<file path="src/rtl/ddr_sched_pkg.sv">
// Shared definitions for the MCB port-0 scheduler: state encoding, MCB
// command opcodes, bus widths and the burst address alignment helper.
package ddr_sched_pkg;

  localparam int unsigned ADDR_W = 30;
  localparam int unsigned DATA_W = 32;

  // Scheduler state register encoding (3 bits).
  typedef logic [2:0] state_t;
  localparam state_t ST_IDLE     = 3'd0;
  localparam state_t ST_READY    = 3'd1;
  localparam state_t ST_WR_FILL  = 3'd2;
  localparam state_t ST_WR_CMD   = 3'd3;
  localparam state_t ST_RD_CMD   = 3'd4;
  localparam state_t ST_RD_DRAIN = 3'd5;

  // MCB p0_cmd_instr opcodes.
  localparam logic [2:0] CMD_WRITE = 3'b000;
  localparam logic [2:0] CMD_READ  = 3'b001;

  // Bit positions in the arbiter request/grant vectors.
  localparam int unsigned GNT_WR = 0;
  localparam int unsigned GNT_RD = 1;

  // Bursts always start on a 32-bit word boundary.
  function automatic logic [ADDR_W-1:0] align_word(input logic [ADDR_W-1:0] a);
    return a & {{(ADDR_W-2){1'b1}}, 2'b00};
  endfunction

endpackage

</file>
<file path="src/rtl/ddr_rr_arbiter2.sv">
// Two-input round-robin arbiter.
//   clk, reset : clock, synchronous active-low reset
//   req[1:0]   : bit 0 = writer, bit 1 = fetcher
//   update     : commit the current grant into the last-grant register
//   grant[1:0] : one-hot grant (all zero when nothing is requested)
// On a tie the side that was not granted last wins; after reset the last
// grant is the writer, so the fetcher wins the first tie.
module ddr_rr_arbiter2
  import ddr_sched_pkg::*;
(
  input  logic       clk,
  input  logic       reset,
  input  logic [1:0] req,
  input  logic       update,
  output logic [1:0] grant
);

  logic last_rd;

  always_comb begin
    grant = '0;
    case (req)
      2'b01:   grant = 2'b01;
      2'b10:   grant = 2'b10;
      2'b11:   grant = last_rd ? 2'b01 : 2'b10;
      default: grant = '0;
    endcase
  end

  always_ff @(posedge clk) begin
    if (!reset) begin
      last_rd <= 1'b0;
    end else if (update && (|grant)) begin
      last_rd <= grant[GNT_RD];
    end
  end

endmodule

</file>
<file path="src/rtl/ddr_port_scheduler.sv">
// Shares MCB user port 0 between the pixel writer and the display line
// fetcher, one fixed-length burst at a time, round-robin on ties.
//   clk, reset        : clock, synchronous active-low reset
//   mem_calib_done    : asynchronous MIG calibration flag (2-flop synchronised)
//   wr_req/wr_addr    : writer burst request and byte address
//   wr_data/wr_pop    : FWFT write data and its consume strobe
//   wr_done           : pulse when the write command is issued
//   rd_req/rd_addr    : fetcher burst request and byte address
//   rd_data/rd_valid  : returned read words
//   rd_done           : pulse with the last word of a read burst
//   busy              : scheduler not in READY
//   p0_*              : MCB port-0 command, write and read FIFO interface
module ddr_port_scheduler
  import ddr_sched_pkg::*;
#(
  parameter int unsigned BURST_LEN = 16
) (
  input  logic              clk,
  input  logic              reset,
  input  logic              mem_calib_done,
  input  logic              wr_req,
  input  logic [ADDR_W-1:0] wr_addr,
  input  logic [DATA_W-1:0] wr_data,
  output logic              wr_pop,
  output logic              wr_done,
  input  logic              rd_req,
  input  logic [ADDR_W-1:0] rd_addr,
  output logic [DATA_W-1:0] rd_data,
  output logic              rd_valid,
  output logic              rd_done,
  output logic              busy,
  input  logic              p0_cmd_full,
  input  logic              p0_wr_full,
  input  logic              p0_rd_empty,
  input  logic [DATA_W-1:0] p0_rd_data,
  output logic              p0_cmd_en,
  output logic              p0_wr_en,
  output logic              p0_rd_en,
  output logic [2:0]        p0_cmd_instr,
  output logic [5:0]        p0_cmd_bl,
  output logic [ADDR_W-1:0] p0_cmd_byte_addr,
  output logic [DATA_W-1:0] p0_wr_data
);

  localparam logic [6:0] LEN  = 7'(BURST_LEN);
  localparam logic [6:0] LAST = 7'(BURST_LEN - 1);

  logic              calib_meta;
  logic              calib_sync;
  state_t            state;
  logic [6:0]        cnt;
  logic [ADDR_W-1:0] addr_q;
  logic [1:0]        grant;

  ddr_rr_arbiter2 u_arb (
    .clk    (clk),
    .reset  (reset),
    .req    ({rd_req, wr_req}),
    .update (state == ST_READY),
    .grant  (grant)
  );

  assign p0_cmd_bl        = 6'(BURST_LEN - 1);
  assign p0_cmd_byte_addr = addr_q;
  assign p0_wr_data       = wr_data;
  assign rd_data          = p0_rd_data;
  assign busy             = (state != ST_READY);

  always_comb begin
    wr_pop       = 1'b0;
    p0_wr_en     = 1'b0;
    p0_cmd_en    = 1'b0;
    p0_cmd_instr = CMD_WRITE;
    wr_done      = 1'b0;
    p0_rd_en     = 1'b0;
    rd_valid     = 1'b0;
    rd_done      = 1'b0;
    case (state)
      ST_WR_FILL: begin
        wr_pop   = !p0_wr_full && (cnt < LEN);
        p0_wr_en = wr_pop;
      end
      ST_WR_CMD: begin
        p0_cmd_en = !p0_cmd_full;
        wr_done   = p0_cmd_en;
      end
      ST_RD_CMD: begin
        p0_cmd_en    = !p0_cmd_full;
        p0_cmd_instr = CMD_READ;
      end
      ST_RD_DRAIN: begin
        p0_rd_en = !p0_rd_empty;
        rd_valid = p0_rd_en;
        rd_done  = rd_valid && (cnt == LAST);
      end
      default: ;
    endcase
  end

  always_ff @(posedge clk) begin
    if (!reset) begin
      calib_meta <= 1'b0;
      calib_sync <= 1'b0;
      state      <= ST_IDLE;
      cnt        <= '0;
      addr_q     <= '0;
    end else begin
      calib_meta <= mem_calib_done;
      calib_sync <= calib_meta;
      case (state)
        ST_IDLE: begin
          if (calib_sync) state <= ST_READY;
        end
        ST_READY: begin
          if (grant[GNT_WR]) begin
            addr_q <= align_word(wr_addr);
            state  <= ST_WR_FILL;
          end else if (grant[GNT_RD]) begin
            addr_q <= align_word(rd_addr);
            state  <= ST_RD_CMD;
          end
        end
        ST_WR_FILL: begin
          if (wr_pop) begin
            if (cnt == LAST) begin
              cnt   <= '0;
              state <= ST_WR_CMD;
            end else begin
              cnt <= cnt + 7'd1;
            end
          end
        end
        ST_WR_CMD: begin
          if (p0_cmd_en) state <= ST_READY;
        end
        ST_RD_CMD: begin
          if (p0_cmd_en) state <= ST_RD_DRAIN;
        end
        ST_RD_DRAIN: begin
          if (rd_valid) begin
            if (cnt == LAST) begin
              cnt   <= '0;
              state <= ST_READY;
            end else begin
              cnt <= cnt + 7'd1;
            end
          end
        end
        default: state <= ST_IDLE;
      endcase
    end
  end

endmodule

</file>
<file path="config.mk">
export PLATFORM = sky130hd
export DESIGN_NAME = ddr_port_scheduler
export DESIGN_NICKNAME = d
export VERILOG_FILES = /design/src/rtl/ddr_sched_pkg.sv /design/src/rtl/ddr_rr_arbiter2.sv /design/src/rtl/ddr_port_scheduler.sv
export SDC_FILE = /design/constraint.sdc
export NUM_CORES = 1
export LEC_CHECK = 0
export ABC_AREA = 1
export BUFFER_PORTS_ARGS = -buffer_cell sky130_fd_sc_hd__buf_2
export CORE_AREA = 4 4 92 94
export DETAILED_ROUTE_END_ITERATION = 6
export DIE_AREA = 0 0 96 98
export GPL_TIMING_DRIVEN = 0
export PLACE_DENSITY = 0.81
export SLEW_MARGIN = 20
export SYNTH_ARGS = -nofsm -noshare
export SYNTH_HDL_FRONTEND = slang
export SYNTH_SLANG_ARGS = --single-unit
</file>
<file path="constraint.sdc">
create_clock -name clk -period 2.4 [get_ports clk]
set_clock_uncertainty 0.15 [all_clocks]
set_input_delay 0.72 -clock clk [delete_from_list [all_inputs] [get_ports clk]]
set_output_delay 0.72 -clock clk [all_outputs]
set_load 0.03 [all_outputs]
</file>
======== Word level (Yosys, flattened, before mapping) ========
Cells that the tools add are included.
word-level totals
  flip-flop bits (word level) ............. 43
  latch bits .............................. 0
  memory bits (writable) .................. 0
  memory bits (read-only) ................. 0
  memories ................................ 0
operators by class
  $add $sub $neg .......................... 1
  $mul .................................... 0
  div/mod/pow operators ................... 0
  magnitude comparators ................... 1
  equality and inequality tests ........... 18
  shift operators ......................... 0
  multiplexer cells ....................... 24
  bitwise gates (word level) .............. 0
  reduce and logical (&&, ||, !) cells .... 14
operator list
  kind                   number
  $mux W30               2
  $mux W3                9
  $mux W7                3
  $pmux W3 S6            1
  $ne A2 B2 Y1 const B   7
  $pmux W7 S2            1
  $reduce_and A8 Y1      1
  $add A7 B1 Y7 const B  1
  $eq A7 B4 Y1 const B   1
  $lt A7 B5 Y1 const B   1
  $eq A3 B2 Y1 const B   2
  $eq A3 B3 Y1 const B   2
  $mux W1                6
  $pmux W2 S3            1
  $eq A2 B2 Y1 const B   2
  $reduce_bool A2 Y1     2
  $reduce_or A2 Y1       2
  $eq A3 B1 Y1 const B   1
  $logic_and A1 B1 Y1    3
  $logic_not A1 Y1       3
  $logic_not A3 Y1       1
  $ne A3 B1 Y1 const B   1
  $ne A3 B3 Y1 const B   1
  $reduce_and A3 Y1      1
  3 further kinds        3

======== Depth between registers and ports, before layout ========
  word-level depth ........................ 5
  mapped depth ............................ 10
  gate-level depth less buffers ........... 10

======== Cells and area by module ========
A second synthesis with hierarchy kept.
unflattened totals
  cells, all modules ...................... 361
  area total of the unflattened synthesis .. 2567.5 um^2
by module, submodules not included
  module              times used  cells each  area an instance (um^2)
  ddr_port_scheduler  1           352         2503.7
  ddr_rr_arbiter2     1           9           63.8

======== Worst setup path after synthesis ========
OpenSTA, ideal clock, no wires.
  kind .................................... input-to-output
  start ................................... input port p0_rd_empty
  end ..................................... output port rd_done
  arrival ................................. 1821 ps
  required time ........................... 1530 ps
  path slack .............................. -291 ps
  cell stages on the path ................. 3
  path buffers ............................ 0
  cells stage by stage .................... nor2_1 > inv_1 > nor2_1
on the way
  cells in the longest elaborated chain, start to end .. 3
ends and longest elaborated chain
  item                 line                      source
  from (decl)          ddr_port_scheduler.sv:34  input logic p0_rd_empty,
  $logic_not A1 Y1     ddr_port_scheduler.sv:92  p0_rd_en = !p0_rd_empty;
  $logic_and A1 B1 Y1  ddr_port_scheduler.sv:94  rd_done = rd_valid && (cnt == LAST);
  $mux W1              ddr_port_scheduler.sv:78  case (state)
  to (decl)            ddr_port_scheduler.sv:30  output logic rd_done,
Every way passes these cells.

======== Worst setup path after layout ========
  start ................................... input port p0_wr_full
  end ..................................... output port wr_pop
on the way
  cells in the longest elaborated chain, start to end .. 3
ends and longest elaborated chain
  item                 line                      source
  from (decl)          ddr_port_scheduler.sv:33  input logic p0_wr_full,
  $logic_not A1 Y1     ddr_port_scheduler.sv:80  wr_pop = !p0_wr_full && (cnt < LEN);
  $logic_and A1 B1 Y1  ddr_port_scheduler.sv:80
  $mux W1              ddr_port_scheduler.sv:78
  to (decl)            ddr_port_scheduler.sv:24  output logic wr_pop,
Every way passes these cells.

==> key figures <==
Final layout
  – Fillcell total: 755
  – Nets: 704
  – FF/Latch Area: 823 um2
  – N_diodes: 0
  – Share of cells above drive strength 1: 0.499
  – Area of the multi-input gates: 1130 um2
  – Area delta synth->final: 42.2%
  – Final Non-Filler Cells: 673

STA
  – Endpoints failing setup: 0
  – Final Worst Setup Slack: 0.0620 ns
  – Hold Violations, Final: 0
  – Slew Limit Fails: 0
  – Slew @ Worst Pin: 0.512 ns
  – Final min period: 2.34 ns
  – Achievable frequency: 428 MHz
  – Period utilisation layout: 0.974
  – Relative slew slack: 0.659
  – RSZ-0062 raised after global routing: yes

Power and ir drop
  – Power per Cell Area: 813 nW/um2
  – Sequential power share: 0.316
  – Clock share of power: 0.171
  – NetSw: 1.43 mW
  – Worst ir drop on vdd: 0.000391 V
  – Combinational cell fraction of total power: 0.513
  – Leak pwr: 2.17 nW
  – Final Power: 3.15 mW
  – Switching Fraction: 0.454
  – Cell Int Power: 1.72 mW

Drt
  – Met2 wire length: 4460 um
  – DRC viols: 0
  – Drt total wl: 8220 um
  – Highest metal layer with signal wires: met4
  – Post-DR vias/cell: 4.40
  – ANT nets after route: 0
  – Vias: 2961
  – First-pass DRT Iterations: 4
  – WL met3: 753 um
  – Wirelength per Cell: 12.2 um
  – First DRT Iteration DRCs: 56
  – M1 WL: 2880 um

Global route
  – Largest net degree at the start of global routing: 13
  – Antenna violations before repair: 0
  – Global-route wire length before repair: 12100 um
  – Overall Global Routing Usage: 0.160
  – Total gr overflow: 0
  – Vias in the first global route: 2747

CTS
  – Clock-pin slew on the worst setup and hold paths: 0.08 ns
  – CTS Root Cell: clkbuf_8
  – Max H-tree Level: 2
  – Hold-fix buffers, CTS: 0
  – Skew-Pair Late Insertion Delay: 0.29 ns
  – Clk sinks: 41
  – CTS tree: built
  – Num CTS Buffers: 5
  – CTS Buffer Depth: 2

Logic synthesis
  – Simple-Gate Fraction of Synth Area: 0.200
  – Mux contribution to synthesized area: 0
  – Top-count cell post-synth: nor2_1
  – Seq/Total Area, Yosys: 0.301
  – Synth Area in Adders: 0.00459
  – Yosys top cell by area: dfxtp_1
  – Leading post-synthesis cells by cell area: dfxtp_1 (30%), buf_4 (21%), nor2_1 (11%)
  – Post-synthesis xor/xnor area fraction: 0.00642
  – Yosys warning total: 0
  – Main combinational cell family by area after synthesis: buffers and inverters
  – Cell Area, Synth: 2730 um2
  – Post-synth cell types: 24
  – #FFs+latches synth: 41
  – Synth top area share: 0.301
  – Syn avg cell area: 6.99 um2
  – Top_reg_cell synth: dfxtp_1
  – Number of synthesized flops with an enable pin: 0
  – Mapped Cells: 390
  – Asr flop ratio synth: 0
  – Most instantiated cells after synthesis: nor2_1 (78), buf_4 (77), inv_1 (45)
  – Post-synthesis compound-gate area fraction: 0.172

Worst setup path
  – Critical Path End Type: primary output
  – Arrival time at the worst endpoint: 1.47 ns
  – Crit start category: primary input
  – Critical Path Fanout Max: 3
  – Critical path class: in -> out
  – Critical path data required time: 1.53 ns

Placement
  – Count of port buffers added during placement: 163
  – Final GP Congestion: 0.760
  – Half-perimeter wire length after placement: 6790 um
  – DP Cell Count: 663
  – Pre-CTS setup slack: 0.0319 ns

Floorplan
  – Starting Density: 0.357
  – Total Die Area: 9410 um2
  – Core Region: 7650 um2
  – Die H: 98 um
  – Io pins: 243
  – Die width: 96 um
  – Row Count: 32

Run status
  – Status: finished clean

Run
  – Max_cap viols: 0

Hold path
  – Hold WC Path Type: reg -> reg
[layout make-up]
type | instances | share of cell area
multi-input cells | 216 | 0.292
flip-flops and latches | 41 | 0.212
well taps | 102 | 0.0329
repair buffers | 166 | 0.217
clock buffers | 5 | 0.0177
plain buffers | 92 | 0.172
clock inverters | 2 | 0.00903
inverters | 49 | 0.0480
[placed cells by master, fill, tap and decap left out, drive strengths merged]
cell,synthesis,routed
a211oi,28,28
a21oi,10,10
buf,84,250
bufinv,0,1
clkbuf,8,13
clkinv,0,1
conb,2,10
dfxtp,41,41
ha,1,1
inv,49,49
nand2,36,36
nand3,12,12
nand4,2,2
nor2,81,81
nor3,1,1
o21ai,33,33
xor2,2,2
[through the flow]
step	instance area (um2)	TNS [ns]	hold WS, ns	util
floorplan	2760	-0.0669	0.240	-
global placement	3710	0	0.258	0.485
detailed placement	3710	0	0.260	0.485
CTS	3840	0	0.279	0.502
global route	3880	-0.0304	0.319	0.507
finish	3880	0	0.273	0.507
[worst max-delay path, cell delays in order]
cell	delay (ns)
buf_2	0.10
inv_1	0.05
nand3_1	0.13
nor2_4	0.16
buf_4	0.12
buf_2	0.18
[power groups by stage]
stage	Clock (mW)	Combinational (mW)	Sequential, mW
detailed placement	0	1.60	0.998
finish	0.538	1.62	0.997
global placement	0	1.58	0.990
CTS	0.556	1.61	0.991
floorplan	0	0.848	1.31
global route	0.581	1.77	1.02
[cell families (layout without fill, tap and decap cells)]
logic type / Yosys count / after routing
AO/OA/AOI/OAI: 71 / 71
XOR/XNOR: 2 / 2
adder cells (fa/ha/maj): 1 / 1
buffers and inverters: 141 / 314
flip-flops: 41 / 41
other: 2 / 10
AND/OR/NAND/NOR: 132 / 132
[worst paths after layout]
check	to	slack, ns	depth (start not counted)	start
max	wr_pop	0.06	6	p0_wr_full
min reg2reg	calib_sync$_SDFF_PN0_	0.27	2	calib_meta$_SDFF_PN0_
max reg2reg	p0_cmd_byte_addr[18]$_SDFFE_PN0P_	0.68	5	u_arb.last_rd$_SDFFE_PN0P_
min	calib_sync$_SDFF_PN0_	0.27	2	calib_meta$_SDFF_PN0_
[state kept, by name (all words and copies together) (netlist names)]
register and flops:
u_arb.last_rd 1, state 3, p0_cmd_byte_addr 28, calib_meta 1
calib_sync 1, cnt 7
[layer usage]
layer | GRT usage | vias to the layer above
met2 | 0.326 | 150
li1 | - | 1500
met4 | 0.0492 | 0
met1 | 0.154 | 1303
met5 | 0 | -
met3 | 0.0308 | 8
[timing repair]
action | CTS | global route
setup buffers | 0 | 3
pin swaps | 1 | 1
endpoints found under the hold margin | 0 | 0
endpoints found under the setup margin | 2 | 3
cloned | 0 | 0
resized for setup | 6 | 6
Power figures use the tool's default switching activity.
